$ cat config.mk
export PLATFORM = sky130hd
export DESIGN_NAME = filter_frame_sequencer
export DESIGN_NICKNAME = d
export VERILOG_FILES = /design/src/rtl/filter_pkg.sv /design/src/rtl/frame_pos_counter.sv /design/src/rtl/filter_frame_sequencer.sv
export SDC_FILE = /design/constraint.sdc
export NUM_CORES = 1
export LEC_CHECK = 0
export CAP_MARGIN = 25
export CORE_UTILIZATION = 25
export CTS_CLUSTER_SIZE = 40
export DETAILED_ROUTE_END_ITERATION = 8
export PLACE_DENSITY_LB_ADDON = 0.08
export SLEW_MARGIN = 25
export SYNTH_ARGS = -nofsm -noshare
export SYNTH_HDL_FRONTEND = slang
export SYNTH_HIERARCHICAL = 1
export SYNTH_SLANG_ARGS = --single-unit
$ cat constraint.sdc
create_clock -name clk -period 2.8 [get_ports clk]
set_input_delay 0.28 -clock clk [delete_from_list [all_inputs] [get_ports clk]]
set_output_delay 0.28 -clock clk [all_outputs]
set_load 0.005 [all_outputs]
$ cat src/rtl/filter_pkg.sv
// ============================================================================
// Module   : filter_pkg
// Purpose  : Shared constants and types for the spatial filter front-end:
//            data-ID codes, sequencer FSM states, coefficient count helper.
// Revision : 1.0  initial release
// ============================================================================
`default_nettype none

package filter_pkg;

  // data_id encodings on the input stream
  localparam int DID_PIX  = 0;
  localparam int DID_COEF = 1;

  // Default mask side and the coefficient count it implies
  localparam int MASK_WIDTH_DEFAULT = 7;

  // Number of coefficients in a square mask of the given side
  function automatic int calc_num_coef(input int mask_width);
    return mask_width * mask_width;
  endfunction

  localparam int NUM_COEF = calc_num_coef(MASK_WIDTH_DEFAULT);

  // Sequencer states
  typedef enum logic [1:0] {
    IDLE      = 2'd0,
    LOAD_COEF = 2'd1,
    READY     = 2'd2,
    STREAM    = 2'd3
  } fseq_state_t;

endpackage

`default_nettype wire

$ cat src/rtl/frame_pos_counter.sv
// ============================================================================
// Module   : frame_pos_counter
// Purpose  : Row/column position tracking for the pixel stream. Holds the
//            position the next accepted pixel will take, wraps columns into
//            rows, flags the last pixel of the frame and registers the
//            reported position plus the full-window enable.
// Revision : 1.0  initial release
// ============================================================================
`default_nettype none

module frame_pos_counter
  import filter_pkg::*;
#(
  parameter int ROW_WIDTH  = 640,
  parameter int COL_WIDTH  = 480,
  parameter int MASK_WIDTH = 7,
  parameter int CNT_BIT    = 10
) (
  input  logic               clk,
  input  logic               reset,
  input  logic               advance,
  input  logic               clear,
  output logic               last,
  output logic [CNT_BIT-1:0] row_cnt,
  output logic [CNT_BIT-1:0] col_cnt,
  output logic               en_funct
);

  localparam logic [CNT_BIT-1:0] C_COL_LAST  = CNT_BIT'(ROW_WIDTH - 1);
  localparam logic [CNT_BIT-1:0] C_ROW_LAST  = CNT_BIT'(COL_WIDTH - 1);
  localparam logic [CNT_BIT-1:0] C_WIN_START = CNT_BIT'(MASK_WIDTH - 1);
  localparam logic [CNT_BIT-1:0] C_ONE       = CNT_BIT'(1);

  // Position the next accepted pixel will occupy
  logic [CNT_BIT-1:0] pos_row;
  logic [CNT_BIT-1:0] pos_col;
  logic               col_wrap;
  logic               window_ok;

  assign col_wrap  = (pos_col == C_COL_LAST);
  assign last      = col_wrap && (pos_row == C_ROW_LAST);
  assign window_ok = (pos_row >= C_WIN_START) && (pos_col >= C_WIN_START);

  // Advance position on each accepted pixel; report the position just used
  always_ff @(posedge clk or negedge reset) begin
    if (!reset) begin
      pos_row  <= '0;
      pos_col  <= '0;
      row_cnt  <= '0;
      col_cnt  <= '0;
      en_funct <= 1'b0;
    end else if (clear) begin
      pos_row  <= '0;
      pos_col  <= '0;
      row_cnt  <= '0;
      col_cnt  <= '0;
      en_funct <= 1'b0;
    end else if (advance) begin
      row_cnt  <= pos_row;
      col_cnt  <= pos_col;
      en_funct <= window_ok;
      if (last) begin
        pos_row <= '0;
        pos_col <= '0;
      end else if (col_wrap) begin
        pos_col <= '0;
        pos_row <= pos_row + C_ONE;
      end else begin
        pos_col <= pos_col + C_ONE;
      end
    end else begin
      en_funct <= 1'b0;
    end
  end

endmodule

`default_nettype wire

$ cat src/rtl/filter_frame_sequencer.sv
// ============================================================================
// Module   : filter_frame_sequencer
// Purpose  : Front-end sequencer for the no-border spatial filter. Splits the
//            input stream into coefficients and pixels, loads the coefficient
//            file, streams pixels into the row buffers with position tracking
//            and flags frame completion and protocol errors.
// Options  : FSEQ_WATCHDOG_EN - adds WDOG_CYCLES and wdog_abort; a stalled
//            frame is abandoned after WDOG_CYCLES idle cycles.
// Revision : 1.0  initial release
// ============================================================================
`default_nettype none

module filter_frame_sequencer
  import filter_pkg::*;
#(
  parameter int DATA_BIT   = 15,
  parameter int DATA_IDBIT = 1,
  parameter int ROW_WIDTH  = 640,
  parameter int COL_WIDTH  = 480,
  parameter int MASK_WIDTH = 7,
  parameter int CNT_BIT    = 10,
  parameter int COFCNT_BIT = 15,
  parameter int PIX_BIT    = 8
`ifdef FSEQ_WATCHDOG_EN
  , parameter int WDOG_CYCLES = 4096
`endif
) (
  input  logic                  clk,
  input  logic                  reset,
  input  logic                  data_in_valid,
  input  logic [DATA_IDBIT-1:0] data_id,
  input  logic [DATA_BIT-1:0]   data_in,
  output logic                  buf_valid,
  output logic [PIX_BIT-1:0]    buf_pix,
  output logic                  cf_wr_en,
  output logic [COFCNT_BIT-1:0] cf_data,
  output logic                  en_funct,
  output logic [CNT_BIT-1:0]    row_cnt,
  output logic [CNT_BIT-1:0]    col_cnt,
  output logic                  coef_ready,
  output logic                  frame_done,
  output logic                  proto_err
`ifdef FSEQ_WATCHDOG_EN
  , output logic                wdog_abort
`endif
);

  localparam int COEF_TOTAL = calc_num_coef(MASK_WIDTH);
  localparam int IDX_BIT    = (COEF_TOTAL > 1) ? $clog2(COEF_TOTAL) : 1;
  localparam logic [IDX_BIT-1:0]    C_IDX_LAST = IDX_BIT'(COEF_TOTAL - 1);
  localparam logic [IDX_BIT-1:0]    C_IDX_ONE  = IDX_BIT'(1);
  localparam logic [DATA_IDBIT-1:0] C_ID_PIX   = DATA_IDBIT'(DID_PIX);
  localparam logic [DATA_IDBIT-1:0] C_ID_COEF  = DATA_IDBIT'(DID_COEF);

  fseq_state_t               state;
  fseq_state_t               state_nxt;
  logic [IDX_BIT-1:0]        coef_idx;
  logic [IDX_BIT-1:0]        coef_idx_nxt;
  logic [IDX_BIT-1:0]        load_idx;
  logic                      cf_wr_en_nxt;
  logic [COFCNT_BIT-1:0]     cf_data_nxt;
  logic                      buf_valid_nxt;
  logic [PIX_BIT-1:0]        buf_pix_nxt;
  logic                      coef_ready_nxt;
  logic                      proto_err_nxt;
  logic                      frame_done_nxt;
  logic                      pix_adv;
  logic                      pos_clear;
  logic                      pos_last;
  logic                      is_coef;
  logic                      is_pix;

`ifdef FSEQ_WATCHDOG_EN
  localparam int WDOG_BIT = (WDOG_CYCLES > 1) ? $clog2(WDOG_CYCLES) : 1;
  localparam logic [WDOG_BIT-1:0] C_WDOG_LAST = WDOG_BIT'(WDOG_CYCLES - 1);
  localparam logic [WDOG_BIT-1:0] C_WDOG_ONE  = WDOG_BIT'(1);

  logic [WDOG_BIT-1:0] idle_cnt;
  logic [WDOG_BIT-1:0] idle_cnt_nxt;
  logic                wdog_abort_nxt;
`endif

  assign is_coef  = data_in_valid && (data_id == C_ID_COEF);
  assign is_pix   = data_in_valid && (data_id == C_ID_PIX);
  // A fresh load (from IDLE or a READY reload) always starts at coefficient 0
  assign load_idx = (state == LOAD_COEF) ? coef_idx : '0;

  // Next-state and next-output decode
  always_comb begin
    state_nxt      = state;
    coef_idx_nxt   = coef_idx;
    cf_wr_en_nxt   = 1'b0;
    cf_data_nxt    = cf_data;
    buf_valid_nxt  = 1'b0;
    buf_pix_nxt    = buf_pix;
    coef_ready_nxt = coef_ready;
    proto_err_nxt  = proto_err;
    frame_done_nxt = 1'b0;
    pix_adv        = 1'b0;
    pos_clear      = 1'b0;
`ifdef FSEQ_WATCHDOG_EN
    idle_cnt_nxt   = '0;
    wdog_abort_nxt = 1'b0;
`endif

    case (state)
      IDLE, LOAD_COEF, READY: begin
        if (is_coef) begin
          cf_wr_en_nxt   = 1'b1;
          cf_data_nxt    = data_in[COFCNT_BIT-1:0];
          coef_ready_nxt = (load_idx == C_IDX_LAST);
          if (load_idx == C_IDX_LAST) begin
            state_nxt    = READY;
            coef_idx_nxt = '0;
          end else begin
            state_nxt    = LOAD_COEF;
            coef_idx_nxt = load_idx + C_IDX_ONE;
          end
        end else if (is_pix) begin
          if (state == READY) begin
            buf_valid_nxt  = 1'b1;
            buf_pix_nxt    = data_in[PIX_BIT-1:0];
            pix_adv        = 1'b1;
            frame_done_nxt = pos_last;
            state_nxt      = pos_last ? READY : STREAM;
          end else begin
            proto_err_nxt = 1'b1;
          end
        end
      end

      STREAM: begin
        if (is_pix) begin
          buf_valid_nxt  = 1'b1;
          buf_pix_nxt    = data_in[PIX_BIT-1:0];
          pix_adv        = 1'b1;
          frame_done_nxt = pos_last;
          state_nxt      = pos_last ? READY : STREAM;
        end else if (is_coef) begin
          // Coefficient file stays untouched while a frame is in flight
          proto_err_nxt = 1'b1;
        end
`ifdef FSEQ_WATCHDOG_EN
        if (!data_in_valid) begin
          if (idle_cnt == C_WDOG_LAST) begin
            wdog_abort_nxt = 1'b1;
            pos_clear      = 1'b1;
            state_nxt      = READY;
          end else begin
            idle_cnt_nxt = idle_cnt + C_WDOG_ONE;
          end
        end
`endif
      end

      default: begin
        state_nxt = IDLE;
      end
    endcase
  end

  // State and registered outputs
  always_ff @(posedge clk or negedge reset) begin
    if (!reset) begin
      state      <= IDLE;
      coef_idx   <= '0;
      cf_wr_en   <= 1'b0;
      cf_data    <= '0;
      buf_valid  <= 1'b0;
      buf_pix    <= '0;
      coef_ready <= 1'b0;
      proto_err  <= 1'b0;
      frame_done <= 1'b0;
    end else begin
      state      <= state_nxt;
      coef_idx   <= coef_idx_nxt;
      cf_wr_en   <= cf_wr_en_nxt;
      cf_data    <= cf_data_nxt;
      buf_valid  <= buf_valid_nxt;
      buf_pix    <= buf_pix_nxt;
      coef_ready <= coef_ready_nxt;
      proto_err  <= proto_err_nxt;
      frame_done <= frame_done_nxt;
    end
  end

`ifdef FSEQ_WATCHDOG_EN
  // Idle-cycle counter and abort strobe for stalled frames
  always_ff @(posedge clk or negedge reset) begin
    if (!reset) begin
      idle_cnt   <= '0;
      wdog_abort <= 1'b0;
    end else begin
      idle_cnt   <= idle_cnt_nxt;
      wdog_abort <= wdog_abort_nxt;
    end
  end
`endif

  frame_pos_counter #(
    .ROW_WIDTH  (ROW_WIDTH),
    .COL_WIDTH  (COL_WIDTH),
    .MASK_WIDTH (MASK_WIDTH),
    .CNT_BIT    (CNT_BIT)
  ) u_pos (
    .clk      (clk),
    .reset    (reset),
    .advance  (pix_adv),
    .clear    (pos_clear),
    .last     (pos_last),
    .row_cnt  (row_cnt),
    .col_cnt  (col_cnt),
    .en_funct (en_funct)
  );

endmodule

`default_nettype wire

* Yosys cells after proc, flatten, opt, wreduce, memory -nomap -nowiden
Cells that the tools add are included.
** Operators by class
- Add/sub/neg operators :: 3
- Magnitude comparators :: 2
- Eq/ne operators :: 15
- Muxes and demuxes :: 37
- Bitwise gates (word level) :: 1
- Reductions and logical operators :: 12
** Operator list (count)
- $mux W10 :: 4
- $mux W8 :: 4
- $add A10 B1 Y10 const B :: 2
- $ge A10 B3 Y1 const B :: 2
- $mux W1 :: 17
- $pmux W8 S2 :: 1
- $ne A2 B2 Y1 const B :: 7
- $mux W6 :: 2
- $eq A10 B10 Y1 const B :: 1
- $eq A10 B9 Y1 const B :: 1
- $mux W2 :: 5
- $add A6 B1 Y6 const B :: 1
- $eq A6 B6 Y1 const B :: 1
- $ne A3 B3 Y1 const B :: 2
- $pmux W1 S2 :: 3
- $reduce_and A5 Y1 :: 1
- $eq A2 B2 Y1 const B :: 2
- $logic_and A1 B1 Y1 :: 4
- $pmux W2 S2 :: 1
- $reduce_and A2 Y1 :: 2
- $reduce_and A4 Y1 :: 1
- $reduce_and A3 Y1 :: 1
- $reduce_or A3 Y1 :: 1
- $eq A2 B1 Y1 const B :: 1
- 3 further kinds :: 3
** Word-level totals
- Register bits :: 77
- Output and inout port bits :: 49

* Logic depth before layout (Yosys ltp)
Gate-level depths: netlist (run 1).
- Depth after elaboration :: 7
- Mapped depth :: 9

* By module
Netlist (run 1), hierarchy kept.
** Modules (own cells, without submodules)
- frame_pos_counter :: times used 1, cells an instance 208, area each 2103.3 um2
- filter_frame_sequencer :: times used 1, cells an instance 112, area each 1600.3 um2

* Worst setup path after synthesis (run 1)
OpenSTA, ideal clock, no wires.
- Path kind :: flip-flop to flip-flop
- From :: register state[1]
- To :: register u_pos.pos_row[9]
- Data arrival time :: 1872 ps
- Required time :: 2723 ps
- Path slack :: 850 ps
- Cell stages (with the launch flop) :: 10
- Path buffers :: 3
- Period minus slack after synthesis :: 1950 ps
- Path through :: dfrtp_1 > buf_4 > nand3b_1 > buf_6 > inv_1 > and2_1 > buf_2 > a31oi_4 > or4_1 > a21oi_1
** Between the ends
- Word-level cells in the longest chain between the ends :: 6
- Elaborated cells between the ends (all ways) :: 10
- Those cells by class :: eq/ne: 3; mux: 4; reduce/logical: 3
** Ends and longest elaborated chain
- start, declared :: RTL line filter_frame_sequencer.sv:55 : fseq_state_t state;
- start signal, assigned :: RTL line filter_frame_sequencer.sv:175 : state <= state_nxt;
- $eq A2 B2 Y1
- $mux W1 (3 in a row)
- $pmux W1 S2 (*)
- named net buf_valid_nxt :: RTL line filter_frame_sequencer.sv:62 : logic buf_valid_nxt;
- $reduce_and A2 Y1 (no source line) (*)
- end signal, assigned :: RTL line frame_pos_counter.sv:67 : pos_row <= pos_row + C_ONE;
- end, declared :: RTL line frame_pos_counter.sv:35 : logic [CNT_BIT-1:0] pos_row;
Mark *: on every way through the listed nets, which the timed path passes. The rest lies on a longest branch.
A chain may end at the register's enable or synchronous reset.

* Worst setup path after layout (run 1)
- From :: register state[1]
- To :: register u_pos.pos_row[6]
Same word-level chain as after synthesis.

==> metrics.sh, run 1 <==
FP.DIEH_UM=124
CTS_HOLD_BUF=0
OVERFLOW=0
FINAL_PERIOD_MINUS_WORST_SETUP_SLACK_NS=2.22
WARNINGS_SYNTHESIS=6
DIODES=0
GRT_START_MAX_NET_PINS=78
LAYOUT-AREA-OVERHEAD-VS-SYNTH_PCT=30.3
CRIT_PATH_MAX_INCR_DELAY_NS=0.57
YS_FF_LATCH=77
CRITICAL_PATH.N_BUFFERS_INVERTERS=1
SYNTH_AREA_PER_CELL_UM2=11.6
CTS.SINKS=77
WORST_SETUP_PATH_STARTPOINT='state[1]'
CPLARGESTDELAYFAMILY='simple AND/OR/NAND/NOR gates'
TIGHTEST_SLEW_NS=0.723
P_PER_AREA_nW_PER_UM2=623
FINAL-HOLD-VIOLATION-COUNT=44
POST_CTS.REPAIR.SETUP_BUFFERS=0
CLK_ROOT_BUFFER_CELL='sky130_fd_sc_hd__clkbuf_16'
CORE_AREA_UM2=14500
SYN_INST=320
VIAS_PER_CELL=4.72
NUM_IO_PINS=68
POST_ROUTE_CELLS_DRIVE_ABOVE_1_SHARE_PCT=14.5
FMAX_MHz=451
MAX-CLOCK-PATH-BUFFERS=2
ASYNC_RESET_FF_SHARE_PCT=100
NNETSFINAL=411
IRDROPWORSTVDD_V=0.000272
SYN_AREA_UM2=3700
DRC=0
CP-START-KIND='flip-flop'
CRITPATHKIND='flip-flop to flip-flop'
YOSYS-TOP-CELLS-COUNT='77 x sky130_fd_sc_hd__dfrtp_1, 28 x sky130_fd_sc_hd__nor2_1, 20 x sky130_fd_sc_hd__mux2i_1'
STATIC-LEAKAGE-POWER_nW=1.93
WORST_SLEW_MARGIN_REL_PCT=51.8
SYNTH_TOP_AREA_SHARE_PCT=52.0
FIN_HOLD_WS_NS=-0.0276
PORT-BUFFER-COUNT=67
NUMCTSBUFFERS=9
YOSYS.CELL_COUNT.TOP_TYPE='sky130_fd_sc_hd__dfrtp_1'
DETAIL_ROUTE_ANTENNA_NETS=0
CP_DATA_ARRIVAL_TIME_NS=2.48
CLKSLEWWORSTSETUPHOLDPATHS_NS=0.06
SYNTH.LIB_CELLS_USED.DISTINCT=63
POST_CTS_RESIZE_COUNT=0
GP_ROUTABILITY_CONGESTION=0.758
WIRELENGTH_UM=9060
ROUTED_WIRE_LENGTH_PER_INSTANCE_UM=15.7
DETAIL_ROUTE.ITER0.VIOLATIONS=119
GRT_FIRST_PASS_WIRELENGTH_UM=15000
DIE_W_UM=124
WORST_R2R_STARTPOINT='state[1]'
FINALSETUPVIOLCOUNT=0
WORST_SKEW_PAIR.LATE_LATENCY_NS=0.34
TIMING.FINAL.MAX_SLEW_VIOLATIONS=0
CRITPATHMAXFANOUT=11
DRV.MAX_CAP_VIOLATION_COUNT=0
SETUP_TOTAL_NEG_SLACK_NS=0
CP_SLOWEST_CELL='sky130_fd_sc_hd__dfrtp_1'
WORST_SETUP_PATH_END_KIND='flip-flop'
RUN_STATUS='complete, but fails checks'
ROUTE.VIAS.TOTAL=2722
FLOORPLAN.INITIALDENSITY_PCT=25.6
NUM-FILL-CELLS=1489
HOLDCRITPATHCLASS='input pin to async pin'
ANTENNA_FOUND_INITIAL=0
CTS_TREE='built'
SYNTH_EDF_COUNT=0
DRT_PRE_ANTENNA_ITERS=4
SYNTH-SEQ-AREA-SHARE_PCT=52.0
CLOCK_SKEW_NS=0.00537
DIE-AREA_UM2=15300
NUM_ROWS=44
TIMING.CRITICAL_PATH.REQUIRED_NS=3.06
FAILED_CHECKS='negative hold slack'
RSZ0062_AT_GRT='false'
SYNTH.AREA.TOP_CELLS='sky130_fd_sc_hd__dfrtp_1 52%, sky130_fd_sc_hd__mux2i_1 5.4%, sky130_fd_sc_hd__mux2_2 5.2%, sky130_fd_sc_hd__nor2_1 2.8%, sky130_fd_sc_hd__mux2_4 2.4%'
FIRST_GLOBAL_VIAS=2877
CRITICAL_PATH_CELL_BY_CELL='nand3b_1, inv_1, and2_1, nand3_1, or3_1, a31oi_1'
CTS_HTREE_LEVELS=3
SYNTH.LARGEST_AREA_CELL='sky130_fd_sc_hd__dfrtp_1'
MIN_PERIOD_OVER_PERIOD_PCT=79.2
YOSYS_MOST_USED_DFF='sky130_fd_sc_hd__dfrtp_1'
GRTUSAGETOTAL_PCT=13.1
PLACE.DETAILED.HPWL_UM=6010
[where the power goes]
part	total, W	switching (W)	internal, W
clock network	0.00110	0.000475	0.000624
registers	0.00137	0.000123	0.00124
logic	0.000541	0.000202	0.000339
total	0.00301	0.000801	0.00221
[flip-flops by register name (all words and copies together) (netlist names)]
| name | flops |
|---|---|
| u_pos/row_cnt | 10 |
| u_pos/en_funct | 1 |
| u_pos/pos_row | 10 |
| state | 2 |
| proto_err | 1 |
| cf_wr_en | 1 |
| u_pos/pos_col | 10 |
| buf_pix | 8 |
| u_pos/col_cnt | 10 |
| coef_idx | 6 |
| coef_ready | 1 |
| cf_data | 15 |
| buf_valid | 1 |
| frame_done | 1 |
[cells in the final DEF (no fill, tap or decap), types with 2 or more instances in the layout]
master                            count
sky130_fd_sc_hd__xnor2_1              3
sky130_fd_sc_hd__o21ai_0              7
sky130_fd_sc_hd__nand4_1              9
sky130_fd_sc_hd__o21bai_1             2
sky130_fd_sc_hd__o221ai_2             2
sky130_fd_sc_hd__and4_1               5
sky130_fd_sc_hd__mux2_2              17
sky130_fd_sc_hd__nor2b_1              3
sky130_fd_sc_hd__a41oi_1              2
sky130_fd_sc_hd__or4b_1               2
sky130_fd_sc_hd__and3_1               4
sky130_fd_sc_hd__clkinvlp_4           3
sky130_fd_sc_hd__a31oi_1              4
sky130_fd_sc_hd__nand2_1             11
sky130_fd_sc_hd__nand3_1             13
sky130_fd_sc_hd__o41ai_1              2
sky130_fd_sc_hd__inv_1                7
sky130_fd_sc_hd__o211ai_1             3
sky130_fd_sc_hd__dfrtp_1             77
sky130_fd_sc_hd__nand3b_1             6
sky130_fd_sc_hd__a21oi_1             11
sky130_fd_sc_hd__nand4b_1             2
sky130_fd_sc_hd__nor3_1               4
sky130_fd_sc_hd__nor4_1               4
sky130_fd_sc_hd__clkbuf_16            9
sky130_fd_sc_hd__nor3_2               2
sky130_fd_sc_hd__conb_1               4
sky130_fd_sc_hd__xor2_1               4
sky130_fd_sc_hd__ha_1                 4
sky130_fd_sc_hd__and2_1               3
sky130_fd_sc_hd__or4_1                2
sky130_fd_sc_hd__buf_4                6
sky130_fd_sc_hd__or3_1                3
sky130_fd_sc_hd__mux2_4               6
sky130_fd_sc_hd__mux2i_1             20
sky130_fd_sc_hd__a21o_1               2
sky130_fd_sc_hd__clkdlybuf4s50_1     66
sky130_fd_sc_hd__nor2_1              28
sky130_fd_sc_hd__nand2b_1             4
[kinds of logic after synthesis]
family                   Yosys count  share of synthesized area (%)
AO/OA/AOI/OAI                     46                           9.02
buffers and inverters             27                           4.16
AND/OR/NAND/NOR                  115                           18.7
flip-flops                        77                           52.0
XOR/XNOR                           7                           1.66
adder cells (fa/ha/maj)            4                           1.35
multiplexers                      43                           13.0
other                              1                          0.101
[per-stage QoR]
step | power [W] | cell area (µm²) | utilization [%] | cells | worst slack [ns]
3_3_place_gp | 0.00193 | 4540 | 31.4 | 561 | 0.372
2_1_floorplan | 0.00164 | 3710 | - | 323 | 0.850
5_1_grt | 0.00316 | 4820 | 33.3 | 577 | 0.409
4_1_cts | 0.00306 | 4820 | 33.3 | 577 | 0.614
6_report | 0.00301 | 4820 | 33.3 | 577 | 0.582
3_5_place_dp | 0.00193 | 4550 | 31.4 | 561 | 0.315
[worst paths after layout]
kind / endpoint / slack (ns) / cells past startpoint
worst max-delay path: u_pos/pos_row[6] / 0.58 / 6
worst min-delay path: u_pos/col_cnt[4] / -0.03 / 1
worst max register to register: u_pos/pos_row[6] / 0.58 / 6
worst min register to register: proto_err / 0.48 / 1
max in group asynchronous: cf_data[7] / 2.33 / 1
min in group clk: proto_err / 0.48 / 1
[layer usage]
layer	GRT usage, %	share of wire, %	up-vias
met2	20.6	46	60
met5	0	0	-
met1	16.4	47	1343
met3	3.11	4.3	17
li1	-	-	1302
met4	7.45	2.7	0
[final cells by class]
type / count / area, µm² / share of cell area (%)
multi-input combinational: 219 / 1630 / 33.9
tap: 184 / 230 / 4.77
sequential: 77 / 1930 / 39.9
inverter: 8 / 37.5 / 0.778
clock buffer: 11 / 243 / 5.03
timing repair buffer: 73 / 717 / 14.9
clock inverter: 5 / 36.3 / 0.752
(Power assumes the default switching activity.)
==> run 2, diff against run 1 <==
==> constraint.sdc (replaced) <==
create_clock -name clk -period 1.91 [get_ports clk]
set_input_delay 0.191 -clock clk [delete_from_list [all_inputs] [get_ports clk]]
set_output_delay 0.191 -clock clk [all_outputs]
set_load 0.005 [all_outputs]
==> run 2 against run 1 <==
  * Global-route usage rose by 0.69 points
  * First-iteration DRC count fell by 30%
  * Wire length up 4.0%
  * Largest cell class unchanged
  * Die area unchanged
  * Largest power group unchanged
  * Final cell count is 6.1% higher
  * Flip-flop and latch count unchanged
  * Critical path depth is the same
  * Design area increased by 6.9%
  * The flow now finishes without violations
  * Core utilization up 2.3 points
  * Non-clock buffer count is 35 higher
  * Register-to-register slack got worse by 0.50 ns
  * Setup slack got worse by 0.50 ns
==> metrics.sh, run 2 (synthesis gave the netlist of run 1 again) <==
RUN_STATUS='completed'
POWER_FRAC_CLOCK_PCT=38.8  # +2.2 points
FINAL_PERIOD_MINUS_WORST_SETUP_SLACK_NS=1.83  # -0.390 ns
WORST_R2R_STARTPOINT='u_pos/pos_row[0]'
CRITPATHKIND='flip-flop to flip-flop'
NUM_IO_PINS=68  # unchanged
POWER_FRAC_SEQ_PCT=43.2  # -2.3 points
DRV.MAX_CAP_VIOLATION_COUNT=0  # unchanged
LARGEST-REGISTER='cf_data'
DESIGN_AREA_UM2=5160  # +6.9%
OVERFLOW=0  # unchanged
ROUTE.VIAS.TOTAL=2797  # +2.8%
NET-SWITCHING-POWER_W=0.00117  # +47%
CTS.SINKS=77  # unchanged
SWITCHING_SHARE_OF_POWER_PCT=25.5  # -1.1 points
HOLDCRITPATHCLASS='input pin to async pin'
DRT_PRE_ANTENNA_ITERS=4  # unchanged
FLOORPLAN.INITIALDENSITY_PCT=25.6  # unchanged
CP_DATA_ARRIVAL_TIME_NS=2.04  # -0.44 ns
FINAL-HOLD-VIOLATION-COUNT=0  # -100%
NNETSFINAL=446  # +8.5%
POST_ROUTE_CELLS_DRIVE_ABOVE_1_SHARE_PCT=22.7  # +8.2 points
P_INT_W=0.00343  # +55%
CTS_TREE='built'
WORST_SETUP_PATH_END_KIND='flip-flop'
CRITPATHMAXFANOUT=6  # -5
DETAIL_ROUTE_ANTENNA_NETS=0  # unchanged
DIE_W_UM=124  # unchanged
CLK_ROOT_BUFFER_CELL='sky130_fd_sc_hd__clkbuf_16'
VIAS_PER_CELL=4.57  # -3.1%
WORST-R2R-SETUP-SLACK_NS=0.08  # -0.50 ns
PORT-BUFFER-COUNT=67  # unchanged
R2R_END='u_pos/pos_row[8]'
CTS_HTREE_LEVELS=3  # unchanged
STATIC-LEAKAGE-POWER_nW=2.14  # +11%
LARGEST_REGISTER_FFS=15  # unchanged
TIMING.FINAL.MAX_SLEW_VIOLATIONS=0  # unchanged
GP_ROUTABILITY_CONGESTION=0.760  # +0.26%
P_PER_AREA_nW_PER_UM2=892  # +43%
FIN_HOLD_WS_NS=0.364  # +0.392 ns
CORE_AREA_UM2=14500  # unchanged
LAYOUT-AREA-OVERHEAD-VS-SYNTH_PCT=39.3
DIODES=0  # unchanged
DIE-AREA_UM2=15300  # unchanged
FP.DIEH_UM=124  # unchanged
RSZ0062_AT_GRT='true'
CLKSLEWWORSTSETUPHOLDPATHS_NS=0.06  # about the same
MAX-CLOCK-PATH-BUFFERS=2  # unchanged
WIRELENGTH_UM=9430  # +4.0%
GRT_START_MAX_NET_PINS=38  # -51%
TIMING.CRITICAL_PATH.REQUIRED_NS=2.13  # -0.93 ns
NUM_ROWS=44  # unchanged
NUMCTSBUFFERS=9  # unchanged
PLACE.DETAILED.HPWL_UM=6700  # +11%
FMAX_MHz=547  # +21%
DRC=0  # unchanged
CP-START-KIND='flip-flop'
MOST-COMMON-LAYOUT-CELLS='77 x sky130_fd_sc_hd__dfrtp_1, 66 x sky130_fd_sc_hd__clkdlybuf4s50_1, 40 x sky130_fd_sc_hd__buf_4, 26 x sky130_fd_sc_hd__nor2_1, 20 x sky130_fd_sc_hd__mux2i_1'
POSTPLACECELLAREA_UM2=4800  # +5.6%
MOSTFREQUENTLAYOUTCELL='sky130_fd_sc_hd__dfrtp_1'
WORST-R2R-CELL-COUNT=6  # unchanged
WORST_SKEW_PAIR.LATE_LATENCY_NS=0.35  # about the same
FINALSETUPVIOLCOUNT=0  # unchanged
MIN_PERIOD_OVER_PERIOD_PCT=95.7  # +16 points
FIRST_GLOBAL_VIAS=2998  # +4.2%
ROUTED_WIRE_LENGTH_PER_INSTANCE_UM=15.4  # -1.9%
CLOCK_SKEW_NS=0.00934  # +0.00396 ns
DETAIL_ROUTE.ITER0.VIOLATIONS=83  # -30%
COMB_POWER_SHARE_PCT=18.0  # about the same
GRTUSAGETOTAL_PCT=13.8  # +0.69 points
ANTENNA_FOUND_INITIAL=0  # unchanged
GRT_FIRST_PASS_WIRELENGTH_UM=15600  # +4.0%
IRDROPWORSTVDD_V=0.000451  # +66%
==> run 2: how the worst max path moves through the flow <==
stage / from / end / slack (ns) / cells after the start
after floorplan: state[1] / u_pos/pos_row[9] / 0.001 / 9
after global placement: u_pos/pos_row[1] / state[0] / -0.14 / 7
after detailed placement: data_id / u_pos/pos_row[8] / -0.16 / 7
after CTS: u_pos/pos_row[0] / u_pos/pos_row[8] / 0.009 / 6
after global routing: u_pos/pos_row[0] / state[0] / -0.002 / 7
final: u_pos/pos_row[0] / u_pos/pos_row[8] / 0.08 / 6
==> run 2: timing repair <==
| action | 4_1_cts | 5_1_grt |
|---|---|---|
| endpoints found under the hold margin | 32 | 0 |
| hold buffers | 1 | 0 |
| resized for setup | 3 | 4 |
| endpoints found under the setup margin | 2 | 7 |
| pin swaps | 0 | 2 |
| buffers inserted | 0 | 1 |
==> run 2: through the flow <==
step / power, W / std cells / setup slack, ns / TNS, ns / utilization (%)
CTS: 0.00470 / 611 / 0.00889 / 0 / 35.5
detailed placement: 0.00285 / 594 / -0.158 / -1.15 / 33.2
floorplan: 0.00241 / 323 / 0.000979 / 0 / -
global route: 0.00487 / 612 / -0.00168 / -0.00168 / 35.6
finish: 0.00460 / 612 / 0.0821 / 0 / 35.6
global placement: 0.00285 / 594 / -0.140 / -0.945 / 33.2
==> run 2: area by class of cell <==
| type | count | area, µm² |
|---|---|---|
| Clock inverter | 4 | 55.1 |
| Multi-Input combinational cell | 219 | 1660 |
| Sequential cell | 77 | 1930 |
| Clock buffer | 12 | 256 |
| Fill cell | 1465 | 9320 |
| Tap cell | 184 | 230 |
| Inverter | 8 | 37.5 |
| Timing Repair Buffer | 108 | 991 |
==> run 2: power by group through the flow <==
stage          registers (W)  clock network, W  logic, W
6_report             0.00199           0.00178  0.000828
3_3_place_gp         0.00201                 0  0.000837
2_1_floorplan        0.00199                 0  0.000422
5_1_grt              0.00202           0.00193  0.000913
3_5_place_dp         0.00201                 0  0.000839
4_1_cts              0.00199           0.00187  0.000843
==> run 2: layer usage <==
metal  wire length, µm  GRT usage [%]  part of all wire (%)
met1              4140           16.5                    44
met5                 0              0                     0
met4               120           4.52                   1.3
met2              4670           22.5                    50
met3               495           5.49                   5.3
==> run 2: worst max-delay path, stage by stage (launching register included) <==
cell and delay (ns):
sky130_fd_sc_hd__dfrtp_1 0.35, sky130_fd_sc_hd__ha_2 0.19, sky130_fd_sc_hd__and4_4 0.22, sky130_fd_sc_hd__or4b_4 0.47
sky130_fd_sc_hd__buf_4 0.18, sky130_fd_sc_hd__o221ai_2 0.18, sky130_fd_sc_hd__o41ai_2 0.10
==> run 3, diff against run 2 <==
--- a/config.mk
+++ b/config.mk
@@ -9,9 +9,9 @@
 export CORE_UTILIZATION = 25
 export CTS_CLUSTER_SIZE = 40
 export DETAILED_ROUTE_END_ITERATION = 8
+export DONT_BUFFER_PORTS = 1
 export PLACE_DENSITY_LB_ADDON = 0.08
 export SLEW_MARGIN = 25
 export SYNTH_ARGS = -nofsm -noshare
 export SYNTH_HDL_FRONTEND = slang
-export SYNTH_HIERARCHICAL = 1
 export SYNTH_SLANG_ARGS = --single-unit
==> run 3 against run 2 <==
  * Largest cell class unchanged
  * Via count decreased by 8.4%
  * The run now ends with negative hold slack left
  * Non-clock buffer count decreased by 58
  * Largest power group unchanged
  * Critical path type unchanged
  * Sequential power increased by 17%
  * Highest routed layer unchanged
  * Area after synthesis decreased by 11%
  * Worst hold slack got worse by 0.82 ns
  * First-iteration DRC count increased by 31%
  * Power increased by 11%
  * Clock-buffer cell count decreased by 1
==> metrics.sh, run 3 <==
NNETSFINAL=423  # -5.2%
FINAL-HOLD-VIOLATION-COUNT=77  # +77
PLACE.DETAILED.INSTANCES=543  # -8.6%
WORST_R2R_STARTPOINT='u_pos.pos_col[1]'
GP_ROUTABILITY_CONGESTION=0.747  # -1.7%
TIGHTEST_SLEW_NS=0.363
CP_DATA_ARRIVAL_TIME_NS=2.02  # -0.02 ns
TIMING.FINAL.MAX_SLEW_VIOLATIONS=0  # unchanged
SWITCHING_SHARE_OF_POWER_PCT=29.3  # +3.8 points
NUM_ROWS=41  # -6.8%
DIODES=0  # unchanged
CRIT_PATH_MAX_INCR_DELAY_NS=0.49  # +0.02 ns
DRV.MAX_CAP_VIOLATION_COUNT=0  # unchanged
SYNTH.LARGEST_AREA_CELL='sky130_fd_sc_hd__dfrtp_1'
WIRELENGTH_UM=8350  # -11%
PLACE.DETAILED.HPWL_UM=5620  # -16%
MAX-CLOCK-PATH-BUFFERS=2  # unchanged
FMAX_MHz=567  # +3.6%
SYN_INST=350  # +9.4%
PORT-BUFFER-COUNT=0  # -100%
LARGEST_REGISTER_FFS=15  # unchanged
OVERFLOW=0  # unchanged
RSZ0062_AT_GRT='false'
IRDROPWORSTVDD_V=0.000405  # -10%
MAPPEDNETLISTNETS=375
DRT_PRE_ANTENNA_ITERS=4  # unchanged
SYNTH.AREA.TOP_CELLS='sky130_fd_sc_hd__dfrtp_1 59%, sky130_fd_sc_hd__nand2_1 17%, sky130_fd_sc_hd__o21ai_0 2.6%, sky130_fd_sc_hd__ha_1 2.3%, sky130_fd_sc_hd__nand3_1 1.4%'
CTS_HTREE_LEVELS=3  # unchanged
POWER_FRAC_SEQ_PCT=45.7  # +2.5 points
CLOCK_SKEW_NS=0.00838  # -0.000955 ns
STATIC-LEAKAGE-POWER_nW=2.05  # -4.1%
SYNTH_TOP_AREA_SHARE_PCT=58.6  # +6.6 points
CRITPATHKIND='flip-flop to flip-flop'
SYNTH_AREA_PER_CELL_UM2=9.39  # -19%
FP.DIEH_UM=117  # -5.7%
FINALNONFILLERCELLS=575  # -6.0%
CTS_TREE='built'
CTS_HOLD_BUF=16  # +15
SYNTH.LIB_CELLS_USED.DISTINCT=42  # -33%
NUM_IO_PINS=68  # unchanged
P_PER_AREA_nW_PER_UM2=1210  # +36%
SETUP_TOTAL_NEG_SLACK_NS=0  # unchanged
ROUTED_WIRE_LENGTH_PER_INSTANCE_UM=14.5  # -5.7%
DETAIL_ROUTE_ANTENNA_NETS=0  # unchanged
ROUTE.VIAS.TOTAL=2561  # -8.4%
COMB_POWER_SHARE_PCT=17.9  # about the same
HOLDCRITPATHCLASS='input pin to async pin'
FAILED_CHECKS='negative hold slack'
YOSYS-TOP-CELLS-COUNT='145 x sky130_fd_sc_hd__nand2_1, 77 x sky130_fd_sc_hd__dfrtp_1, 17 x sky130_fd_sc_hd__o21ai_0'
PLACEMENT.SETUP.WORST_SLACK_NS=0.0989  # +0.257 ns
SETUP_SLACK_NS=0.146  # +0.0643 ns
SYN_AREA_UM2=3290  # -11%
YOSYS.CELL_COUNT.TOP_TYPE='sky130_fd_sc_hd__nand2_1'
WORST-R2R-CELL-COUNT=5  # -1
FINALSETUPVIOLCOUNT=0  # unchanged
MIN_PERIOD_OVER_PERIOD_PCT=92.3  # -3.4 points
CRITICAL_PATH.ENDPOINT='u_pos.pos_row[9]'
WARNINGS_SYNTHESIS=0  # -6
CRITPATHMAXFANOUT=7  # +1
YS_FF_LATCH=77  # unchanged
ASYNC_RESET_FF_SHARE_PCT=100  # unchanged
R2R_END='u_pos.pos_row[9]'
P_INT_W=0.00362  # +5.5%
NUM-FILL-CELLS=1365  # -6.8%
CLKSLEWWORSTSETUPHOLDPATHS_NS=0.06  # about the same
DIE_W_UM=117  # -5.7%
CORE_AREA_UM2=12700  # -12%
WORST-R2R-SETUP-SLACK_NS=0.15  # +0.06 ns
CP_SLOWEST_CELL='sky130_fd_sc_hd__or4_4'
GRT_START_MAX_NET_PINS=78  # +110%
CTS.SINKS=77  # unchanged
FLOORPLAN.INITIALDENSITY_PCT=25.8  # +0.27 points
GRT_FIRST_PASS_WIRELENGTH_UM=13300  # -15%
SYNTH-SEQ-AREA-SHARE_PCT=58.6  # +6.6 points
NUMCTSBUFFERS=9  # unchanged
POWER_FRAC_CLOCK_PCT=36.4  # -2.4 points
LARGEST-REGISTER='cf_data'
DRC=0  # unchanged
FIRST_GLOBAL_VIAS=2517  # -16%
FINAL_PERIOD_MINUS_WORST_SETUP_SLACK_NS=1.76  # -0.0643 ns
POST_ROUTE_CELLS_DRIVE_ABOVE_1_SHARE_PCT=14.4  # -8.3 points
WORST_SKEW_PAIR.LATE_LATENCY_NS=0.34  # about the same
CLK_ROOT_BUFFER_CELL='sky130_fd_sc_hd__clkbuf_16'
WORST_SLEW_MARGIN_REL_PCT=75.6
FIN_HOLD_WS_NS=-0.452  # -0.816 ns
NET-SWITCHING-POWER_W=0.00150  # +28%
CRITICAL_PATH_CELL_BY_CELL='ha_1, nand4bb_1, or4_4, nor4_1, xor2_1'
DETAIL_ROUTE.ITER0.VIOLATIONS=109  # +31%
WORST_SETUP_PATH_END_KIND='flip-flop'
DIE-AREA_UM2=13600  # -11%
TIMING.CRITICAL_PATH.REQUIRED_NS=2.17  # +0.04 ns
RUN_STATUS='complete, but fails checks'
CP-START-KIND='flip-flop'
YOSYS_MOST_USED_DFF='sky130_fd_sc_hd__dfrtp_1'
VIAS_PER_CELL=4.45  # -2.5%
MULTI_INPUT_COMB_AREA_UM2=1310  # -21%
MOST-COMMON-LAYOUT-CELLS='145 x sky130_fd_sc_hd__nand2_1, 76 x sky130_fd_sc_hd__dfrtp_1, 34 x sky130_fd_sc_hd__buf_4, 17 x sky130_fd_sc_hd__o21ai_0, 16 x sky130_fd_sc_hd__dlygate4sd3_1'
GRTUSAGETOTAL_PCT=13.0  # -0.76 points
MOSTFREQUENTLAYOUTCELL='sky130_fd_sc_hd__nand2_1'
ANTENNA_FOUND_INITIAL=0  # unchanged
LAYOUT-AREA-OVERHEAD-VS-SYNTH_PCT=28.3
REGISTER_AREA_UM2=1930  # about the same
SYNTH_EDF_COUNT=0  # unchanged
WORST_SETUP_PATH_STARTPOINT='u_pos.pos_col[1]'
==> run 3: per-stage QoR <==
| step | util (%) | power (W) | cell area, µm² |
|---|---|---|---|
| after floorplan | - | 0.00285 | 3290 |
| after global placement | 29.1 | 0.00324 | 3700 |
| after detailed placement | 29.1 | 0.00324 | 3700 |
| after CTS | 32.9 | 0.00517 | 4190 |
| after global routing | 33.2 | 0.00545 | 4220 |
| final | 33.2 | 0.00511 | 4220 |
==> run 3: cell type report <==
cell class | count | area share [%]
timing repair buffer | 50 | 9.84
sequential | 77 | 45.7
multi-input combinational | 253 | 31.0
inverter | 7 | 0.623
clock inverter | 5 | 1.99
tap | 172 | 5.10
clock buffer | 11 | 5.75
==> run 3: cell families after synthesis <==
group / count (synthesis) / share of synthesized area, %
and+or+nand+nor: 194 / 25.4
DFF: 77 / 58.6
AOI/OAI and AO/OA: 42 / 8.18
buffers and inverters: 20 / 2.51
xor gates and xnor gates: 9 / 2.40
adders and majority gates: 6 / 2.28
muxes: 2 / 0.609
==> run 3: timing repair <==
item                       in CTS  in global routing
hold endpoints to repair      101                 77
setup endpoints to repair       0                 11
setup buffers                   0                  0
resized for setup               0                  7
==> run 3: how the worst min path moves through the flow <==
stage / startpoint / to / slack (ns) / cells after the start
after floorplan: reset / buf_pix[0] / -0.10 / 0
after global placement: reset / coef_idx[3] / -0.10 / 0
after detailed placement: reset / cf_data[11] / -0.10 / 0
after CTS: reset / u_pos.col_cnt[8] / -0.47 / 0
after global routing: reset / u_pos.row_cnt[6] / -0.47 / 0
final: reset / u_pos.row_cnt[5] / -0.45 / 0
==> run 3: critical path, delay by kind of cell, from the launching register on <==
family,cells,cell delay [ns]
adder cells (fa/ha/maj),1,0.17
XOR/XNOR,1,0.17
AND/OR/NAND/NOR,3,0.98
flip-flops,1,0.36
==> run 3: power by group through the flow <==
stage | clock (W) | combinational, W | sequential [W]
floorplan | 0 | 0.000542 | 0.00230
global placement | 0 | 0.000878 | 0.00236
detailed placement | 0 | 0.000883 | 0.00236
CTS | 0.00192 | 0.000919 | 0.00233
global route | 0.00198 | 0.00106 | 0.00241
finish | 0.00186 | 0.000916 | 0.00233
==> run 3: per-layer routing <==
layer / track usage [%] / routed length, µm / vias to the layer above
met3: 4.77 / 567 / 7
li1: - / - / 1266
met2: 20.0 / 3670 / 62
met1: 16.8 / 4020 / 1226
met4: 4.56 / 97 / 0
met5: 0 / 0 / -
